$ cat src/rtl/mem_access_unit_if.sv
// Data-cache request/response bus between the MEM stage and the cache.
// The master side issues dc_req/dc_we/dc_addr/dc_wdata; the slave answers with dc_rdata/dc_ack.
interface mem_access_unit_if;
    logic        dc_req;
    logic [3:0]  dc_we;
    logic [31:0] dc_addr;
    logic [31:0] dc_wdata;
    logic [31:0] dc_rdata;
    logic        dc_ack;

    modport master (
        output dc_req, dc_we, dc_addr, dc_wdata,
        input  dc_rdata, dc_ack
    );

    modport slave (
        input  dc_req, dc_we, dc_addr, dc_wdata,
        output dc_rdata, dc_ack
    );
endinterface

$ cat src/rtl/mem_access_unit.sv
// EX/MEM stage register plus IDLE/REQ/DONE data-cache access FSM with wait timeout.
// Optional macro MEM_MISALIGN_CHECK_EN turns misaligned LH/LHU/SH/LW/SW into an immediate error.
module mem_access_unit #(
    parameter int WAIT_TIMEOUT = 64
) (
    input  logic                   clk,
    input  logic                   rst,
    input  logic                   bubbleM,
    input  logic                   flushM,
    input  logic [31:0]            ALU_out_EX,
    input  logic [31:0]            store_data_EX,
    input  logic [3:0]             cache_write_en_EX,
    input  logic                   cache_read_en_EX,
    input  logic [2:0]             load_type_EX,
    input  logic                   reg_write_en_EX,
    input  logic                   wb_select_EX,
    input  logic [4:0]             reg_dest_EX,
    mem_access_unit_if.master      dc,
    output logic                   stall_mem,
    output logic [31:0]            result_MEM,
    output logic                   reg_write_en_MEM,
    output logic [4:0]             reg_dest_MEM,
    output logic                   mem_err
);

    localparam int CNT_W = (WAIT_TIMEOUT > 1) ? $clog2(WAIT_TIMEOUT) : 1;
    localparam logic [CNT_W-1:0] CNT_LAST = CNT_W'(WAIT_TIMEOUT - 1);

    typedef enum logic [1:0] {
        S_IDLE = 2'd0,
        S_REQ  = 2'd1,
        S_DONE = 2'd2
    } state_t;

    state_t            state_q, state_d;
    logic [CNT_W-1:0]  cnt_q, cnt_d;

    // EX/MEM stage register
    logic [31:0] alu_q, alu_d;
    logic [31:0] sdata_q, sdata_d;
    logic [3:0]  wmask_q, wmask_d;
    logic        rd_en_q, rd_en_d;
    logic [2:0]  ltype_q, ltype_d;
    logic        rwe_q, rwe_d;
    logic        wbsel_q, wbsel_d;
    logic [4:0]  rdest_q, rdest_d;

    logic [31:0] rdata_q, rdata_d;
    logic        err_q, err_d;

    logic        in_req;
    logic        capture;
    logic        mem_op_ex;
    logic [1:0]  off;

    // Align the addressed byte/halfword to bit 0, then extend; bytes past the word read as zero.
    function automatic logic [31:0] extend_load(input logic [31:0] word,
                                                input logic [1:0]  byte_off,
                                                input logic [2:0]  lt);
        logic [31:0] sh;
        sh = word >> {byte_off, 3'b000};
        case (lt)
            3'd1:    extend_load = {{16{sh[15]}}, sh[15:0]};
            3'd2:    extend_load = {16'h0000, sh[15:0]};
            3'd3:    extend_load = {{24{sh[7]}}, sh[7:0]};
            3'd4:    extend_load = {24'h000000, sh[7:0]};
            default: extend_load = sh;
        endcase
    endfunction

`ifdef MEM_MISALIGN_CHECK_EN
    function automatic logic is_misaligned(input logic [1:0] byte_off,
                                           input logic [3:0] wmask,
                                           input logic       rd,
                                           input logic [2:0] lt);
        logic half_acc;
        logic word_acc;
        half_acc = (wmask == 4'b0011) || (rd && (lt == 3'd1 || lt == 3'd2));
        word_acc = (wmask == 4'b1111) || (rd && (lt == 3'd0 || lt > 3'd4));
        is_misaligned = (half_acc && byte_off[0]) || (word_acc && (byte_off != 2'b00));
    endfunction
`endif

    assign in_req    = (state_q == S_REQ);
    assign capture   = !bubbleM && !in_req;
    assign mem_op_ex = (|cache_write_en_EX) || cache_read_en_EX;
    assign off       = alu_q[1:0];

    always_comb begin
        state_d = state_q;
        cnt_d   = cnt_q;
        alu_d   = alu_q;
        sdata_d = sdata_q;
        wmask_d = wmask_q;
        rd_en_d = rd_en_q;
        ltype_d = ltype_q;
        rwe_d   = rwe_q;
        wbsel_d = wbsel_q;
        rdest_d = rdest_q;
        rdata_d = rdata_q;
        err_d   = err_q;

        if (capture) begin
            alu_d   = ALU_out_EX;
            sdata_d = store_data_EX;
            err_d   = 1'b0;
            if (flushM) begin
                wmask_d = 4'b0000;
                rd_en_d = 1'b0;
                ltype_d = 3'd0;
                rwe_d   = 1'b0;
                wbsel_d = 1'b0;
                rdest_d = 5'd0;
            end else begin
                wmask_d = cache_write_en_EX;
                rd_en_d = cache_read_en_EX;
                ltype_d = load_type_EX;
                rwe_d   = reg_write_en_EX;
                wbsel_d = wb_select_EX;
                rdest_d = reg_dest_EX;
            end
        end

        case (state_q)
            S_IDLE, S_DONE: begin
                state_d = S_IDLE;
                if (capture && !flushM && mem_op_ex) begin
`ifdef MEM_MISALIGN_CHECK_EN
                    if (is_misaligned(ALU_out_EX[1:0], cache_write_en_EX,
                                      cache_read_en_EX, load_type_EX)) begin
                        state_d = S_DONE;
                        err_d   = 1'b1;
                    end else
`endif
                    begin
                        state_d = S_REQ;
                        cnt_d   = '0;
                    end
                end
            end
            S_REQ: begin
                // An ack in the timeout cycle still completes the access normally.
                if (dc.dc_ack) begin
                    rdata_d = dc.dc_rdata;
                    state_d = S_DONE;
                end else if (cnt_q == CNT_LAST) begin
                    state_d = S_DONE;
                    err_d   = 1'b1;
                end else begin
                    cnt_d = cnt_q + 1'b1;
                end
            end
            default: state_d = S_IDLE;
        endcase
    end

    always_ff @(posedge clk or posedge rst) begin
        if (rst) begin
            state_q <= S_IDLE;
            cnt_q   <= '0;
            alu_q   <= '0;
            sdata_q <= '0;
            wmask_q <= '0;
            rd_en_q <= 1'b0;
            ltype_q <= '0;
            rwe_q   <= 1'b0;
            wbsel_q <= 1'b0;
            rdest_q <= '0;
            rdata_q <= '0;
            err_q   <= 1'b0;
        end else begin
            state_q <= state_d;
            cnt_q   <= cnt_d;
            alu_q   <= alu_d;
            sdata_q <= sdata_d;
            wmask_q <= wmask_d;
            rd_en_q <= rd_en_d;
            ltype_q <= ltype_d;
            rwe_q   <= rwe_d;
            wbsel_q <= wbsel_d;
            rdest_q <= rdest_d;
            rdata_q <= rdata_d;
            err_q   <= err_d;
        end
    end

    // Lanes shifted past byte 3 fall off the 4-bit mask / 32-bit data.
    always_comb begin
        stall_mem   = in_req;
        dc.dc_req   = in_req;
        dc.dc_addr  = {alu_q[31:2], 2'b00};
        dc.dc_we    = in_req ? (wmask_q << off) : 4'b0000;
        dc.dc_wdata = sdata_q << {off, 3'b000};
        mem_err     = (state_q == S_DONE) && err_q;

        if (err_q) begin
            result_MEM = 32'h0;
        end else if (wbsel_q) begin
            result_MEM = extend_load(rdata_q, off, ltype_q);
        end else begin
            result_MEM = alu_q;
        end
        reg_write_en_MEM = rwe_q && !err_q;
        reg_dest_MEM     = err_q ? 5'd0 : rdest_q;
    end

endmodule

$ cat src/flat_wrapper.sv
// flat-port wrapper written by rule: the top's interface ports become plain ports
module mem_access_unit_flat 
#(
    parameter int WAIT_TIMEOUT = 64
)
  (clk, rst, bubbleM, flushM, ALU_out_EX, store_data_EX, cache_write_en_EX, cache_read_en_EX, load_type_EX, reg_write_en_EX, wb_select_EX, reg_dest_EX, stall_mem, result_MEM, reg_write_en_MEM, reg_dest_MEM, mem_err, dc_dc_req, dc_dc_we, dc_dc_addr, dc_dc_wdata, dc_dc_rdata, dc_dc_ack);
  mem_access_unit_if dc_i ();
  input  logic clk;
  input  logic rst;
  input  logic bubbleM;
  input  logic flushM;
  input  logic [31:0] ALU_out_EX;
  input  logic [31:0] store_data_EX;
  input  logic [3:0] cache_write_en_EX;
  input  logic cache_read_en_EX;
  input  logic [2:0] load_type_EX;
  input  logic reg_write_en_EX;
  input  logic wb_select_EX;
  input  logic [4:0] reg_dest_EX;
  output logic stall_mem;
  output logic [31:0] result_MEM;
  output logic reg_write_en_MEM;
  output logic [4:0] reg_dest_MEM;
  output logic mem_err;
  output wire logic [$bits(dc_i.dc_req)-1:0] dc_dc_req;
  output wire logic [$bits(dc_i.dc_we)-1:0] dc_dc_we;
  output wire logic [$bits(dc_i.dc_addr)-1:0] dc_dc_addr;
  output wire logic [$bits(dc_i.dc_wdata)-1:0] dc_dc_wdata;
  input wire logic [$bits(dc_i.dc_rdata)-1:0] dc_dc_rdata;
  input wire logic [$bits(dc_i.dc_ack)-1:0] dc_dc_ack;
  assign dc_dc_req = dc_i.dc_req;
  assign dc_dc_we = dc_i.dc_we;
  assign dc_dc_addr = dc_i.dc_addr;
  assign dc_dc_wdata = dc_i.dc_wdata;
  assign dc_i.dc_rdata = dc_dc_rdata;
  assign dc_i.dc_ack = dc_dc_ack;
  mem_access_unit #(.WAIT_TIMEOUT(WAIT_TIMEOUT)) u_core (.clk(clk), .rst(rst), .bubbleM(bubbleM), .flushM(flushM), .ALU_out_EX(ALU_out_EX), .store_data_EX(store_data_EX), .cache_write_en_EX(cache_write_en_EX), .cache_read_en_EX(cache_read_en_EX), .load_type_EX(load_type_EX), .reg_write_en_EX(reg_write_en_EX), .wb_select_EX(wb_select_EX), .reg_dest_EX(reg_dest_EX), .dc(dc_i), .stall_mem(stall_mem), .result_MEM(result_MEM), .reg_write_en_MEM(reg_write_en_MEM), .reg_dest_MEM(reg_dest_MEM), .mem_err(mem_err));
endmodule
$ cat config.mk
export PLATFORM = sky130hd
export DESIGN_NAME = mem_access_unit_flat
export DESIGN_NICKNAME = d
export VERILOG_FILES = /design/src/rtl/mem_access_unit_if.sv /design/src/rtl/mem_access_unit.sv /design/src/flat_wrapper.sv
export SDC_FILE = /design/constraint.sdc
export NUM_CORES = 1
export LEC_CHECK = 0
export CAP_MARGIN = 20
export CORE_UTILIZATION = 30
export CTS_BUF_LIST = sky130_fd_sc_hd__clkbuf_4 sky130_fd_sc_hd__clkbuf_8
export CTS_CLUSTER_SIZE = 25
export DETAILED_ROUTE_END_ITERATION = 6
export PLACE_DENSITY = 0.62
export SLEW_MARGIN = 20
export SYNTH_ARGS = -nofsm -noshare
export SYNTH_HDL_FRONTEND = slang
export SYNTH_SLANG_ARGS = --single-unit
$ cat constraint.sdc
create_clock -name clk -period 5.1 [get_ports clk]
set_input_delay 1.275 -clock clk [delete_from_list [all_inputs] [get_ports clk]]
set_output_delay 1.275 -clock clk [all_outputs]
set_load 0.005 [all_outputs]
Yosys cells after proc, flatten, opt, wreduce, memory -nomap -nowiden
Cells that the tools add are included.
- memories: 0
- memory bits (writable): 0
- output and inout port bits: 109
- memory bits (read-only): 0
- bits in registers: 119
- latch bits: 0
- add/sub/neg operators: 1
- reduce and logical (&&, ||, !) cells: 16
- divide/modulo/power cells: 0
- bitwise operators: 0
- equal/unequal tests: 11
- magnitude comparators: 0
- muxes and demuxes: 22
- multiply operators: 0
- shift-type cells: 3
- operators by type and width (kind ; count):
    32-bit case mux with 4 select lines ; 1
    32-bit two-way mux ; 2
    32-bit by 5-bit left shift with 32-bit output ; 1
    32-bit by 5-bit right shift with 32-bit output ; 1
    6-bit two-way mux ; 3
    6-bit case mux with 2 select lines ; 1
    5-bit two-way mux ; 2
    4-bit two-way mux ; 2
    1-bit two-way mux ; 7
    6-bit by 1-bit adder with 6-bit output, second input constant ; 1
    3-bit by 2-bit == test with 1-bit output, second input constant ; 2
    6-bit == test, second input constant ; 1
    1-bit logical AND ; 5
    1-bit zero test ; 4
    2-bit two-way mux ; 2
    2-bit != test, second input constant ; 2
    2-bit case mux with 2 select lines ; 1
    4-bit AND reduction ; 1
    4-bit OR reduction ; 1
    4-bit by 2-bit left shift with 4-bit output ; 1
    3-bit by 1-bit == test with 1-bit output, second input constant ; 1
    3-bit == test, second input constant ; 1
    3-bit two-way mux ; 1
    3-bit != test, second input constant ; 1
    other kinds (8) ; 8

Depth between registers and ports, before layout
- word-level depth: 7
- depth in mapped cells: 6
- depth with buffers taken out: 5

Worst setup path after synthesis
Ideal clock, no wire load.
- path kind: reg2out
- from: reg u_core.rdata_q[31]
- to: out result_MEM[21]
- slack: 2.263 ns
- path buffers: 1
- stages on the path, launching flop included: 6
- arrival time: 1.562 ns
- path through: dfrtp_1 mux4_2 or2_4 a21oi_4 buf_6 o31ai_1
- longest elaborated chain between the ends: 4
- ends and longest elaborated chain (item ; RTL line ; RTL):
    from (decl) ; mem_access_unit.sv:48 ; logic [31:0] rdata_q, rdata_d;
    from (signal assigned) ; mem_access_unit.sv:182 ; rdata_q <= rdata_d;
    32-bit by 5-bit right shift with 32-bit output ; mem_access_unit.sv:61 ; sh = word >> {byte_off, 3'b000};
    32-bit case mux with 4 select lines ; mem_access_unit.sv:62 ; case (lt)
    32-bit two-way mux ; mem_access_unit.sv:198 ; end else if (wbsel_q) begin
    32-bit two-way mux ; mem_access_unit.sv:196 ; if (err_q) begin
    to (decl) ; flat_wrapper.sv:21 ; output logic [31:0] result_MEM;
Every way passes these cells.

Final worst setup path
- from: reg u_core.alu_q[1]
- to: out result_MEM[31]
- longest elaborated chain between the ends: 4
- ends and longest elaborated chain (item ; RTL line ; RTL):
    from (decl) ; mem_access_unit.sv:39 ; logic [31:0] alu_q, alu_d;
    from (signal assigned) ; mem_access_unit.sv:174 ; alu_q <= alu_d;
    32-bit by 5-bit right shift with 32-bit output ; mem_access_unit.sv:61 ;
    32-bit case mux with 4 select lines ; mem_access_unit.sv:62 ;
    32-bit two-way mux ; mem_access_unit.sv:198 ;
    32-bit two-way mux ; mem_access_unit.sv:196 ;
Every way passes these cells.

==> results.sh <==
export IMPL_dpl_cell_count=1187
export IMPL_initial_utilization_pct=30.9
export IMPL_tightest_slew_ns=0.900
export IMPL_library_cells_used_by_synthesis=44
export IMPL_post_dp_cell_area_um2=8770
export IMPL_cp_buffers_inverters=2
export IMPL_mostFrequentLayoutCell="sky130_fd_sc_hd__nand2_1"
export IMPL_post_dp_hpwl_um=14900
export IMPL_final_cell_mix="sky130_fd_sc_hd__nand2_1, sky130_fd_sc_hd__clkdlybuf4s50_1, sky130_fd_sc_hd__dfrtp_1, sky130_fd_sc_hd__nor2_1, sky130_fd_sc_hd__mux2i_1"
export IMPL_ys_seq_area_share_pct=45.6
export IMPL_floorplan_core_area_um2=21200
export IMPL_worstReg2RegEnd="u_core.sdata_q[3]"
export IMPL_design_die_area_um2=22400
export IMPL_async_flop_share_pct=100
export IMPL_postCtsSetupBuffers=0
export IMPL_cp_endpoint="result_MEM[31]"
export IMPL_rows=53
export IMPL_crit_path_max_fanout=26
export IMPL_areaGrowthSynthToFinish_pct=40.6
export IMPL_avgViaCountPerCell=4.69
export IMPL_post_route_drc_count=0
export IMPL_synth_ff_type="sky130_fd_sc_hd__dfrtp_1"
export IMPL_global_route_peak_usage_layer="met2"
export IMPL_maxCapViolCount=0
export IMPL_worstSetupEndpointType="output pin"
export IMPL_synth_edff_count=0
export IMPL_maxSlewHeadroom_pct=40.0
export IMPL_timing_worst_setup_path_type="reg -> out"
export IMPL_num_nets_final=1048
export IMPL_routed_wire_length_per_instance_um=16.7
export IMPL_finalHoldViolations=0
export IMPL_worst_r2r_startpoint="u_core.state_q[0]"
export IMPL_timing_reg2reg_setup_slack_ns=2.92
export IMPL_cp_depth=6
export IMPL_cts_resized=0
export IMPL_die_height_um=150
export IMPL_power_density_nw_per_um2=380
export IMPL_post_synth_inst_count=755
export IMPL_buffer_ports_inserted=222
export IMPL_cts_tree="yes"
export IMPL_cts_buffers_inserted=17
export IMPL_critical_path_slowest_cell="sky130_fd_sc_hd__clkdlybuf4s50_1"
export IMPL_postRouteAntennaNets=0
export IMPL_number_of_antenna_violations_at_the_first_check_in_global_routing=1
export IMPL_power_ir_vdd_worst_uv=153
export IMPL_critical_path_top_delay_family="buffers and inverters"
export IMPL_final_cell_area_um2=9180
export IMPL_vias=5721
export IMPL_detail_route_iter0_violations=310
export IMPL_worst_setup_path_start_kind="flip-flop"
export IMPL_post_route_period_util_pct=84.1
export IMPL_worstPathRequired_ns=3.83
export IMPL_cts_buffer_depth=2
export IMPL_global_route_usage_met2_pct=29.7
export IMPL_rsz0062_at_grt="false"
export IMPL_path_cells="buf_4 -> mux4_2 -> or2_4 -> a21oi_4 -> o31ai_1 -> clkdlybuf4s50_1"
export IMPL_grt_overflow_total=0
export IMPL_floorplan_io_pins=225
export IMPL_globalplace_congestion=0.852
export IMPL_clk_root_buffer_cell="sky130_fd_sc_hd__clkbuf_8"
export IMPL_fmaxAchievable_mhz=233
export IMPL_fill_cells=2125
export IMPL_synthesis_area_um2=6530
export IMPL_worstPathArrival_ns=3.02
export IMPL_grt_util_met1_pct=24.9
export IMPL_vias_in_the_first_global_route=5665
export IMPL_clk_latency_ns=0.44
export IMPL_finClkSkew_ns=0.0113
export IMPL_grt_max_degree=69
export IMPL_cp_slowest_stage_delay_ns=0.48
export IMPL_post_synthesis_area_per_instance_um2=8.65
export IMPL_grt_usage_pct=18.8
export IMPL_die_width_um=150
export IMPL_synth_ff_latch_count=119
export IMPL_timing_hold_worst_class="reg -> reg"
export IMPL_static_leakage_nw=4.12
export IMPL_final_layout_size_suffix_gt1_share_pct=9.33
export IMPL_timing_final_crit_period_ns=4.29
export IMPL_synthesis_yosys_warnings=0
export IMPL_timing_setup_tns_ns=0
export IMPL_report_final_setup_viol=0
export IMPL_rr_worst_depth=6
export IMPL_routed_wl_um=20400
export IMPL_worstSetupStartpoint="u_core.alu_q[1]"
export IMPL_gr_usage_met3_pct=5.03
export IMPL_finalMaxSlewViolations=0
export IMPL_clk_pin_slew_worst_paths_ns=0.07
export IMPL_cts_htree_levels=4
export IMPL_final_cells=1219
export IMPL_first_pass_grt_wire_length_um=31800
export IMPL_cts_hold_fix_buffers=0
export IMPL_drt_pre_antenna_iters=5
export IMPL_status="finished clean"
export IMPL_clock_sinks=119
-- registers in the layout (all words and copies together) (netlist names) --
| name | count |
|---|---|
| u_core.err_q | 1 |
| u_core.rwe_q | 1 |
| u_core.alu_q | 32 |
| u_core.sdata_q | 32 |
| u_core.rdest_q | 5 |
| u_core.state_q | 2 |
| u_core.wbsel_q | 1 |
| u_core.ltype_q | 3 |
| u_core.cnt_q | 6 |
| u_core.wmask_q | 4 |
| u_core.rdata_q | 32 |
-- worst register-to-register path, delay by kind of cell, from the launching register on --
kind	cells	cell delay (ns)
buffers and inverters	2	0.56
DFF	1	0.42
and+or+nand+nor	4	1.15
-- metrics by stage --
stage                     utilization [%]  power [mW]  setup slack [ns]  hold slack (ns)
after floorplan                         -        1.99             0.668            0.431
after global placement               41.4        2.62              1.21            0.441
after detailed placement             41.4        2.63              1.18            0.448
after CTS                            43.3        3.52             0.711            0.464
after global routing                 43.4        3.70             0.645            0.479
final                                43.4        3.48             0.809            0.459
-- synthesized netlist by cell type, types with 3 or more instances --
| library cell | instances | area share, % |
|---|---|---|
| sky130_fd_sc_hd__nand3b_1 | 15 | 1.7 |
| sky130_fd_sc_hd__o31ai_1 | 18 | 2.1 |
| sky130_fd_sc_hd__nor2b_1 | 21 | 2.0 |
| sky130_fd_sc_hd__dfrtp_1 | 119 | 46 |
| sky130_fd_sc_hd__clkbuf_1 | 20 | 1.1 |
| sky130_fd_sc_hd__nor2_1 | 52 | 3.0 |
| sky130_fd_sc_hd__a21oi_1 | 29 | 2.2 |
| sky130_fd_sc_hd__buf_4 | 34 | 3.9 |
| sky130_fd_sc_hd__o21ai_0 | 15 | 1.1 |
| sky130_fd_sc_hd__nand3_1 | 3 | 0.23 |
| sky130_fd_sc_hd__mux2_2 | 33 | 5.7 |
| sky130_fd_sc_hd__and2_1 | 8 | 0.77 |
| sky130_fd_sc_hd__nand2_1 | 254 | 15 |
| sky130_fd_sc_hd__inv_1 | 6 | 0.34 |
| sky130_fd_sc_hd__buf_2 | 23 | 1.8 |
| sky130_fd_sc_hd__nor3_1 | 10 | 0.77 |
| sky130_fd_sc_hd__mux2i_1 | 41 | 6.3 |
| sky130_fd_sc_hd__a31oi_1 | 5 | 0.48 |
| sky130_fd_sc_hd__a211oi_1 | 10 | 1.1 |
| sky130_fd_sc_hd__o2bb2ai_1 | 7 | 0.94 |
-- power breakdown --
group / leakage [nW] / switching [mW] / internal [mW]
Clock: 0.208 / 0.384 / 0.492
Sequential: 1.47 / 0.202 / 1.14
Combinational: 2.45 / 0.577 / 0.692
-- worst min-delay path by stage --
stage / startpoint / to / depth (start not counted)
after floorplan: u_core.rdest_q[0] / u_core.rdest_q[0] / 2
after global placement: u_core.rdest_q[2] / u_core.rdest_q[2] / 2
after detailed placement: u_core.rdest_q[3] / u_core.rdest_q[3] / 2
after CTS: u_core.rdest_q[0] / u_core.rdest_q[0] / 2
after global routing: u_core.rdest_q[1] / u_core.rdest_q[1] / 2
final: u_core.rdest_q[0] / u_core.rdest_q[0] / 2
-- metal layers --
| layer | wire (um) | vias to the layer above |
|---|---|---|
| met2 | 9520 | 167 |
| li1 | - | 2832 |
| met1 | 9210 | 2709 |
| met5 | 0 | - |
| met3 | 1350 | 13 |
| met4 | 292 | 0 |
-- final cells by class --
| cell class | instances | area [um^2] | share of cell area (%) |
|---|---|---|---|
| inverter | 6 | 25.0 | 0.273 |
| antenna | 1 | 2.50 | 0.0273 |
| timing repair buffer | 236 | 2340 | 25.5 |
| multi-input combinational | 551 | 3090 | 33.6 |
| clock buffer | 23 | 304 | 3.31 |
| tap | 275 | 344 | 3.75 |
| clock inverter | 8 | 96.3 | 1.05 |
| sequential | 119 | 2980 | 32.5 |
-- logic make-up (layout without fill, tap and decap cells) --
kind of cell | after synthesis | in the layout | share of synthesized area [%]
other | 1 | 3 | 0.0574
xor gates and xnor gates | 3 | 3 | 0.403
muxes | 75 | 75 | 12.3
AOI/OAI and AO/OA | 96 | 96 | 9.58
adders and majority gates | 1 | 1 | 0.192
buffers and inverters | 86 | 273 | 7.45
and+or+nand+nor | 374 | 374 | 24.4
DFF | 119 | 119 | 45.6
Power figures use the tool's default switching activity.
